### src/rtl/tft_timing_gen.sv
`default_nettype none
// ============================================================================
// Module      : tft_timing_gen
// Description : TFT-LCD raster timing generator on the pixel clock. Produces
//               pixel/line counters, active-low Hsync/Vsync, hDE/vDE/DE and
//               line/frame start pulses, all registered and mutually aligned.
//               Optional 8-bar colour test pattern on R/G/B, enabled by
//               defining the macro TFT_TIMING_PATTERN_EN (R/G/B tie to 0
//               otherwise).
// Revision    : 1.0 - initial release
// ============================================================================
module tft_timing_gen #(
  parameter int H_ACTIVE = 480,
  parameter int H_FP     = 2,
  parameter int H_SYNC   = 41,
  parameter int H_BP     = 2,
  parameter int V_ACTIVE = 272,
  parameter int V_FP     = 2,
  parameter int V_SYNC   = 10,
  parameter int V_BP     = 2
) (
  input  logic       CLK,
  input  logic       RESET,
  input  logic       EN,
  output logic [9:0] H_COUNT,
  output logic [9:0] V_COUNT,
  output logic       Hsync,
  output logic       Vsync,
  output logic       hDE,
  output logic       vDE,
  output logic       DE,
  output logic       line_start,
  output logic       frame_start,
  output logic [7:0] R,
  output logic [7:0] G,
  output logic [7:0] B
);

  // Totals must not exceed 1024 so both counters fit in 10 bits.
  localparam int c_H_TOTAL = H_ACTIVE + H_FP + H_SYNC + H_BP;
  localparam int c_V_TOTAL = V_ACTIVE + V_FP + V_SYNC + V_BP;

  localparam logic [9:0] c_H_LAST = 10'(c_H_TOTAL - 1);
  localparam logic [9:0] c_V_LAST = 10'(c_V_TOTAL - 1);

  // Window bounds are 11 bits wide so an end bound of exactly 1024 is exact.
  localparam logic [10:0] c_H_ACT      = 11'(H_ACTIVE);
  localparam logic [10:0] c_HS_START   = 11'(H_ACTIVE + H_FP);
  localparam logic [10:0] c_HS_END     = 11'(H_ACTIVE + H_FP + H_SYNC);
  localparam logic [10:0] c_V_ACT      = 11'(V_ACTIVE);
  localparam logic [10:0] c_VS_START   = 11'(V_ACTIVE + V_FP);
  localparam logic [10:0] c_VS_END     = 11'(V_ACTIVE + V_FP + V_SYNC);

  localparam logic [0:0] c_ST_IDLE = 1'b0;
  localparam logic [0:0] c_ST_RUN  = 1'b1;

  logic [0:0] r_state;
  logic [0:0] w_state_next;
  logic [9:0] w_h_next;
  logic [9:0] w_v_next;
  logic       w_run;
  logic       w_hde;
  logic       w_vde;
  logic       w_de;
  logic       w_hsync;
  logic       w_vsync;
  logic       w_line_start;
  logic       w_frame_start;
  logic [7:0] w_r;
  logic [7:0] w_g;
  logic [7:0] w_b;

  // Next raster position: EN low parks at idle, first enabled edge starts at 0/0.
  always_comb begin
    w_state_next = r_state;
    w_h_next     = H_COUNT;
    w_v_next     = V_COUNT;
    if (!EN) begin
      w_state_next = c_ST_IDLE;
      w_h_next     = 10'd0;
      w_v_next     = 10'd0;
    end else if (r_state == c_ST_IDLE) begin
      w_state_next = c_ST_RUN;
      w_h_next     = 10'd0;
      w_v_next     = 10'd0;
    end else if (H_COUNT == c_H_LAST) begin
      w_h_next = 10'd0;
      if (V_COUNT == c_V_LAST) begin
        w_v_next = 10'd0;
      end else begin
        w_v_next = V_COUNT + 10'd1;
      end
    end else begin
      w_h_next = H_COUNT + 10'd1;
    end
  end

  // Decode every output from the next position so the registers stay aligned.
  always_comb begin
    w_run         = (w_state_next == c_ST_RUN);
    w_hde         = w_run && ({1'b0, w_h_next} < c_H_ACT);
    w_vde         = w_run && ({1'b0, w_v_next} < c_V_ACT);
    w_de          = w_hde && w_vde;
    w_hsync       = !(w_run && ({1'b0, w_h_next} >= c_HS_START) &&
                      ({1'b0, w_h_next} < c_HS_END));
    w_vsync       = !(w_run && ({1'b0, w_v_next} >= c_VS_START) &&
                      ({1'b0, w_v_next} < c_VS_END));
    w_line_start  = w_run && (w_h_next == 10'd0);
    w_frame_start = w_line_start && (w_v_next == 10'd0);
  end

`ifdef TFT_TIMING_PATTERN_EN
  localparam int c_BAR_W = H_ACTIVE / 8;

  logic [2:0] w_bar;

  // Bar index by threshold compare; the last threshold saturates it at 7.
  always_comb begin
    w_bar = 3'd0;
    for (int k = 1; k < 8; k++) begin
      if ({1'b0, w_h_next} >= 11'(k * c_BAR_W)) begin
        w_bar = 3'(k);
      end
    end
  end

  // Bar order white..black maps to inverted index bits: R=~b1, G=~b2, B=~b0.
  assign w_r = w_de ? {8{~w_bar[1]}} : 8'd0;
  assign w_g = w_de ? {8{~w_bar[2]}} : 8'd0;
  assign w_b = w_de ? {8{~w_bar[0]}} : 8'd0;
`else
  assign w_r = 8'd0;
  assign w_g = 8'd0;
  assign w_b = 8'd0;
`endif

  // Output and state registers; reset forces idle values immediately.
  always_ff @(posedge CLK or posedge RESET) begin
    if (RESET) begin
      r_state     <= c_ST_IDLE;
      H_COUNT     <= 10'd0;
      V_COUNT     <= 10'd0;
      Hsync       <= 1'b1;
      Vsync       <= 1'b1;
      hDE         <= 1'b0;
      vDE         <= 1'b0;
      DE          <= 1'b0;
      line_start  <= 1'b0;
      frame_start <= 1'b0;
      R           <= 8'd0;
      G           <= 8'd0;
      B           <= 8'd0;
    end else begin
      r_state     <= w_state_next;
      H_COUNT     <= w_h_next;
      V_COUNT     <= w_v_next;
      Hsync       <= w_hsync;
      Vsync       <= w_vsync;
      hDE         <= w_hde;
      vDE         <= w_vde;
      DE          <= w_de;
      line_start  <= w_line_start;
      frame_start <= w_frame_start;
      R           <= w_r;
      G           <= w_g;
      B           <= w_b;
    end
  end

endmodule
`default_nettype wire

### config.mk
export PLATFORM = sky130hd
export DESIGN_NAME = tft_timing_gen
export DESIGN_NICKNAME = d
export VERILOG_FILES = /design/src/rtl/tft_timing_gen.sv
export SDC_FILE = /design/constraint.sdc
export NUM_CORES = 1
export LEC_CHECK = 0
export CAP_MARGIN = 40
export CORE_UTILIZATION = 43
export DETAILED_ROUTE_END_ITERATION = 7
export MAX_ROUTING_LAYER = met4
export PLACE_DENSITY = 0.76
export SLEW_MARGIN = 5
export SYNTH_ARGS = -nofsm -noshare
export SYNTH_HDL_FRONTEND = slang
export SYNTH_SLANG_ARGS = --single-unit
### constraint.sdc
create_clock -name CLK -period 2.3 [get_ports CLK]
set_input_delay 0.23 -clock CLK [delete_from_list [all_inputs] [get_ports CLK]]
set_output_delay 0.23 -clock CLK [all_outputs]
set_load 0.02 [all_outputs]
==> results of run 1 <==
==> final timing paths <==
path                            startpoint         end  slack, ns  depth (start not counted)
min in group CLK                H_COUNT[0]  H_COUNT[0]       0.57                          2
max in group asynchronous            RESET       Hsync       1.69                          3
worst max register to register  H_COUNT[6]       Hsync      -0.03                          8
worst min-delay path                 RESET  line_start       0.32                          3
worst max-delay path            H_COUNT[6]       Hsync      -0.03                          8
worst min register to register  H_COUNT[0]  H_COUNT[0]       0.57                          2
==> cells by family after synthesis <==
logic type | Yosys count | share of synthesized area, %
and+or+nand+nor | 88 | 27.3
buffers and inverters | 43 | 13.8
other | 1 | 0.199
xor gates and xnor gates | 16 | 7.45
DFF | 28 | 37.4
adders and majority gates | 4 | 2.66
AOI/OAI and AO/OA | 30 | 10.6
muxes | 1 | 0.532
==> placed cells by master (no fill, tap or decap), drive strengths merged, types with 2 or more instances in the layout <==
cell           Yosys  final
a21oi              5      5
a31oi              6      6
and2               2      2
and3               6      6
buf               26     31
clkbuf             8      3
clkdlybuf4s50      0     29
conb               1     24
dfrtp             26     26
dfstp              2      2
ha                 4      4
inv                9      9
nand2             10     10
nand2b             5      5
nand3             12     12
nand4              4      4
nor2              29     29
nor3               5      5
nor4               4      4
nor4b              2      2
o21a               2      2
o21ai              8      8
o31ai              2      2
xnor2             12     12
xor2               4      4
==> critical path, cell delays in order, from the launching register on <==
cell	delay (ns)
dfrtp_2	0.41
or4b_4	0.57
or3_4	0.38
buf_4	0.15
nand3_2	0.11
nor2_2	0.09
nor4_1	0.29
nand2_1	0.09
o21a_1	0.17
==> metrics by stage <==
stage	std cells	util [%]	instance area [um2]
floorplan	234	-	1990
CTS	312	59.1	2420
global placement	307	56.9	2330
global route	314	59.6	2430
detailed placement	307	56.9	2330
finish	314	59.6	2430
==> state kept, by name, indices dropped and copies added, names as in the netlist <==
signal       count
H_COUNT         10
vDE              1
V_COUNT         10
Hsync            1
hDE              1
line_start       1
DE               1
frame_start      1
r_state          1
Vsync            1
==> metal layers <==
layer | vias to the layer above | part of all wire (%) | track usage, %
met2 | 62 | 46 | 28.3
met4 | 0 | 0.67 | 3.91
met5 | - | 0 | -
met1 | 759 | 49 | 28.6
met3 | 2 | 4.1 | 2.00
li1 | 788 | - | -
==> power groups by stage <==
stage	combinational, uW	clock [uW]	sequential, uW
6_report	110	385	503
5_1_grt	121	416	504
4_1_cts	110	392	503
3_5_place_dp	109	0	513
3_3_place_gp	108	0	512
2_1_floorplan	95.7	0	523
==> final cells by class <==
class	count	area share, %
clock buffers	3	1.70
clock inverters	1	1.23
well taps	50	2.57
repair buffers	60	21.5
multi-input cells	163	42.7
flip-flops and latches	28	29.0
inverters	9	1.39
==> what timing repair did <==
| action | 4_1_cts | 5_1_grt |
|---|---|---|
| hold endpoints to repair | 0 | 0 |
| pin swaps | 2 | 1 |
| setup buffers | 1 | 2 |
| gates resized for setup | 2 | 1 |
| endpoints found under the setup margin | 4 | 4 |
==> metrics.csv, run 1 <==
stage,metric,value,unit
run_status,outcome,"finished, violations left",
run_status,violations,"DRC, setup timing",
logic_synthesis,yosysUniqueCellTypes,48,
floorplan,placementRows,23,
worst_hold_path,hold_path_class,input pin to asynchronous set/reset pin,
logic_synthesis,yosys-top-cells-area,"dfrtp_1, buf_4, nor2_1",
routing,ant_nets,0,
global_route,gr-usage-all-layers,19.3,%
sta,grt_setup_unrepaired,yes,
setup_path,crit_fanout,4,
logic_synthesis,syn_avg_cell_area,8.91,um2
logic_synthesis,synth_seq_cells,28,
setup_path,worstPathRequired,2.51,ns
logic_synthesis,syn_area,0.00188,mm2
clock_tree,h-tree-depth,1,
power_and_ir_drop,p_int,763,uW
power_and_ir_drop,power.switching,234,uW
placed_design,hpwlAfterDp,3.02,mm
logic_synthesis,synth_edf_count,0,
placed_design,port-buffer-count,29,
sta,fin_crit_sh,101,%
logic_synthesis,postSynthCellCount,211,
setup_path,crit_type,register to register,
clock_tree,cts.clk_slew.worst_paths,0.10,ns
routing,drt-initial-drc-count,87,
logic_synthesis,yosysMostFrequentCell,nor2_1,
power_and_ir_drop,p_sw_share,23.5,%
placed_design,preCtsSetupSlack,-0.0701,ns
sta,max_freq,430,MHz
power_and_ir_drop,power,997,uW
floorplan,start_util,46.0,%
setup_path,arrival,2.54,ns
sta,fin_hold_ws,0.316,ns
logic_synthesis,synth_flop_cell,dfrtp_1,
sta,hold_viol,0,
clock_tree,cts_buffers,3,
run,cap_violations,0,
clock_tree,insertion_delay,0.27,ns
floorplan,die-width,68.1,um
clock_tree,clockBufferDepth,2,
clock_tree,cts_tree,yes,
power_and_ir_drop,power_leakage,0.00110,uW
global_route,grt_antenna_before_repair,0,
global_route,grt_max_degree,29,
cells_and_area,regArea,706,um2
setup_path,start_kind,register,
logic_synthesis,async_flop_share,100,%
logic_synthesis,synth-seq-area-share,37.4,%
sta,setup_tns,-0.0609,ns
routing,vias_per_cell,5.13,
power_and_ir_drop,comb_power_share,11.0,%
cells_and_area,multi_input_area,0.00104,mm2
sta,maxSlewViolCount,0,
setup_path,endpoint_kind,register,
routing,drc,2,
floorplan,fp.dieH,68.1,um
floorplan,boundaryPins,54,
routing,wl,4.05,mm
placed_design,place_congestion,0.853,
global_route,first_global_vias,1355,
cells_and_area,syn_to_final_growth,29.5,%
cells_and_area,antenna_cells,0,
cells_and_area,drive_gt1_share,20.1,%
sta,fin_ws,-0.0267,ns
sta,setup_viol,3,
floorplan,core_area,0.00409,mm2
logic_synthesis,yosys_warnings,0,
clock_tree,cts.hold.buffers_added,0,
sta,clock_skew,0.00203,ns
power_and_ir_drop,power.density,410,mW/mm2
logic_synthesis,synth_common_cells,"nor2_1, dfrtp_1, buf_4",
routing,dr.pass1.iters,7,
global_route,grt_pass1_wl,6.56,mm
power_and_ir_drop,power_frac_clock,38.6,%
power_and_ir_drop,peakVddDrop,0.284,mV
sta,min_period,2.33,ns
routing,via_count,1611,
floorplan,fp.dieArea,0.00464,mm2
logic_synthesis,yosysTopAreaCell,dfrtp_1,
clock_tree,clock_sinks,28,
cells_and_area,nNetsFinal,272,
routing,drt-wirelength-per-cell,12.9,um
logic_synthesis,yosys.area.top_type_share,34.6,%
global_route,grt-ovfl-total,0,
cells_and_area,fillers,368,
clock_tree,cts_root_buffer,clkbuf_8,
power_and_ir_drop,p_seq_share,50.4,%
Note: power is estimated with default switching activity, not from simulation.
==> run 2, diff against run 1 <==
--- a/config.mk
+++ b/config.mk
@@ -5,8 +5,10 @@
 export SDC_FILE = /design/constraint.sdc
 export NUM_CORES = 1
 export LEC_CHECK = 0
+export ABC_CLOCK_PERIOD_IN_PS = 2300
 export CAP_MARGIN = 40
 export CORE_UTILIZATION = 43
+export CTS_BUF_LIST = sky130_fd_sc_hd__clkbuf_16
 export DETAILED_ROUTE_END_ITERATION = 7
 export MAX_ROUTING_LAYER = met4
 export PLACE_DENSITY = 0.76
==> metrics.csv, run 2 (synthesized netlist as in run 1, its figures left out) <==
stage,metric,value,unit
global_route,grt_antenna_before_repair,0,
cells_and_area,final_common_cell,clkdlybuf4s50_1,
clock_tree,cts_buffers,3,
sta,setup_tns,-0.0379,ns
sta,min_period,2.32,ns
global_route,grt_pass1_wl,6.96,mm
routing,drc,0,
routing,dr.pass1.iters,4,
routing,ant_nets,0,
global_route,first_global_vias,1476,
sta,clock_skew,0.00154,ns
setup_path,cp_slowest_cell,or4b_4,
sta,maxSlewViolCount,0,
cells_and_area,fillers,342,
cells_and_area,antenna_cells,0,
clock_tree,cts.clk_slew.worst_paths,0.07,ns
clock_tree,cts_root_buffer,clkbuf_16,
setup_path,start_kind,register,
placed_design,hpwlAfterDp,3.02,mm
sta,hold_viol,0,
setup_path,max_stage_delay,0.56,ns
run_status,outcome,"finished, violations left",
clock_tree,h-tree-depth,1,
sta,grt_setup_unrepaired,yes,
floorplan,placementRows,23,
floorplan,core_area,0.00409,mm2
floorplan,boundaryPins,54,
global_route,grt_max_degree,29,
routing,via_count,1621,
sta,fin_ws,-0.0211,ns
run,cap_violations,0,
run_status,violations,setup timing,
setup_path,endpoint_kind,register,
cells_and_area,multi_input_area,0.00110,mm2
floorplan,fp.dieH,68.1,um
clock_tree,cts_tree,yes,
setup_path,arrival,2.50,ns
global_route,grt-ovfl-total,0,
setup_path,rr_worst_depth,9,
worst_hold_path,hold_path_class,input pin to asynchronous set/reset pin,
cells_and_area,final_cell_mix,"clkdlybuf4s50_1, buf_4, nor2_1, dfrtp_1, conb_1",
cells_and_area,regArea,706,um2
setup_path,path_cells,"or4b_4, buf_4, nor3_4, buf_6, a211o_1, o21ai_1, a31oi_2, o32a_1, nand4_1",
clock_tree,cts.hold.buffers_added,0,
clock_tree,clock_sinks,28,
setup_path,crit_type,register to register,
routing,wl,4.50,mm
routing,drt-initial-drc-count,92,
floorplan,fp.dieArea,0.00464,mm2
setup_path,crit_fanout,4,
placed_design,place_congestion,0.853,
power_and_ir_drop,power.density,443,mW/mm2
clock_tree,insertion_delay,0.26,ns
sta,max_freq,431,MHz
power_and_ir_drop,power_leakage,0.00115,uW
routing,vias_per_cell,5.13,
floorplan,die-width,68.1,um
clock_tree,clockBufferDepth,2,
placed_design,port-buffer-count,29,
sta,fin_crit_sh,101,%
placed_design,preCtsSetupSlack,-0.0701,ns
cells_and_area,syn_to_final_growth,36.3,%
floorplan,start_util,46.0,%
global_route,gr-usage-all-layers,20.9,%
cells_and_area,drive_gt1_share,24.4,%
cells_and_area,reg_top3,"H_COUNT: 10 flops, V_COUNT: 10 flops",
power_and_ir_drop,peakVddDrop,0.294,mV
routing,drt-wirelength-per-cell,14.2,um
sta,setup_viol,3,
cells_and_area,nNetsFinal,274,
setup_path,worstPathRequired,2.48,ns
run 2: final timing paths:
path                            start    endpoint  slack, ns
setup / recovery           H_COUNT[6]       Vsync      -0.02
min in group CLK           H_COUNT[0]  H_COUNT[0]       0.57
setup reg to reg           H_COUNT[6]       Vsync      -0.02
max in group asynchronous       RESET       Vsync       1.66
hold reg to reg            H_COUNT[0]  H_COUNT[0]       0.57
hold / removal                  RESET  line_start       0.33
run 2: timing repair:
item,4_1_cts,5_1_grt
setup endpoints to repair,4,5
pin swaps,7,6
buffers inserted,3,2
resized for setup,6,14
cloned,0,0
run 2: where the power goes:
| group | switching (uW) | internal [uW] | leakage, uW |
|---|---|---|---|
| Sequential | 4.34 | 500 | 0.000369 |
| Combinational | 81.0 | 32.4 | 0.000734 |
| Clock | 172 | 347 | 0.0000511 |
| Total | 257 | 879 | 0.00115 |
run 2: layout make-up:
type                       count  area share, %
clock inverter                 1           1.17
clock buffer                   3           2.93
timing repair buffer          62           21.7
sequential                    28           27.5
tap                           50           2.44
multi-input combinational    163           42.9
inverter                       9           1.32
run 2: layer usage:
metal | vias to the layer above | global-route usage [%] | part of all wire [%]
met1 | 757 | 29.1 | 46
met2 | 67 | 30.9 | 48
met5 | - | - | 0
met3 | 4 | 2.67 | 4.6
li1 | 793 | - | -
met4 | 0 | 7.55 | 0.98
run 2: metrics by stage:
stage          instances  total power, uW  instance area [um2]  utilization (%)  hold slack (ns)
3_5_place_dp         307              622                 2330             56.9            0.565
6_report             316             1140                 2560             62.7            0.334
2_1_floorplan        234              618                 1990                -            0.261
4_1_cts              314             1140                 2480             60.8            0.346
3_3_place_gp         307              621                 2330             56.9            0.560
5_1_grt              316             1180                 2560             62.7            0.395
run 2: critical path, delay by kind of cell (launching register included):
| kind | cells | cell delay [ns] |
|---|---|---|
| AOI/OAI and AO/OA | 4 | 0.64 |
| and+or+nand+nor | 3 | 0.89 |
| buffers and inverters | 2 | 0.31 |
| DFF | 1 | 0.40 |
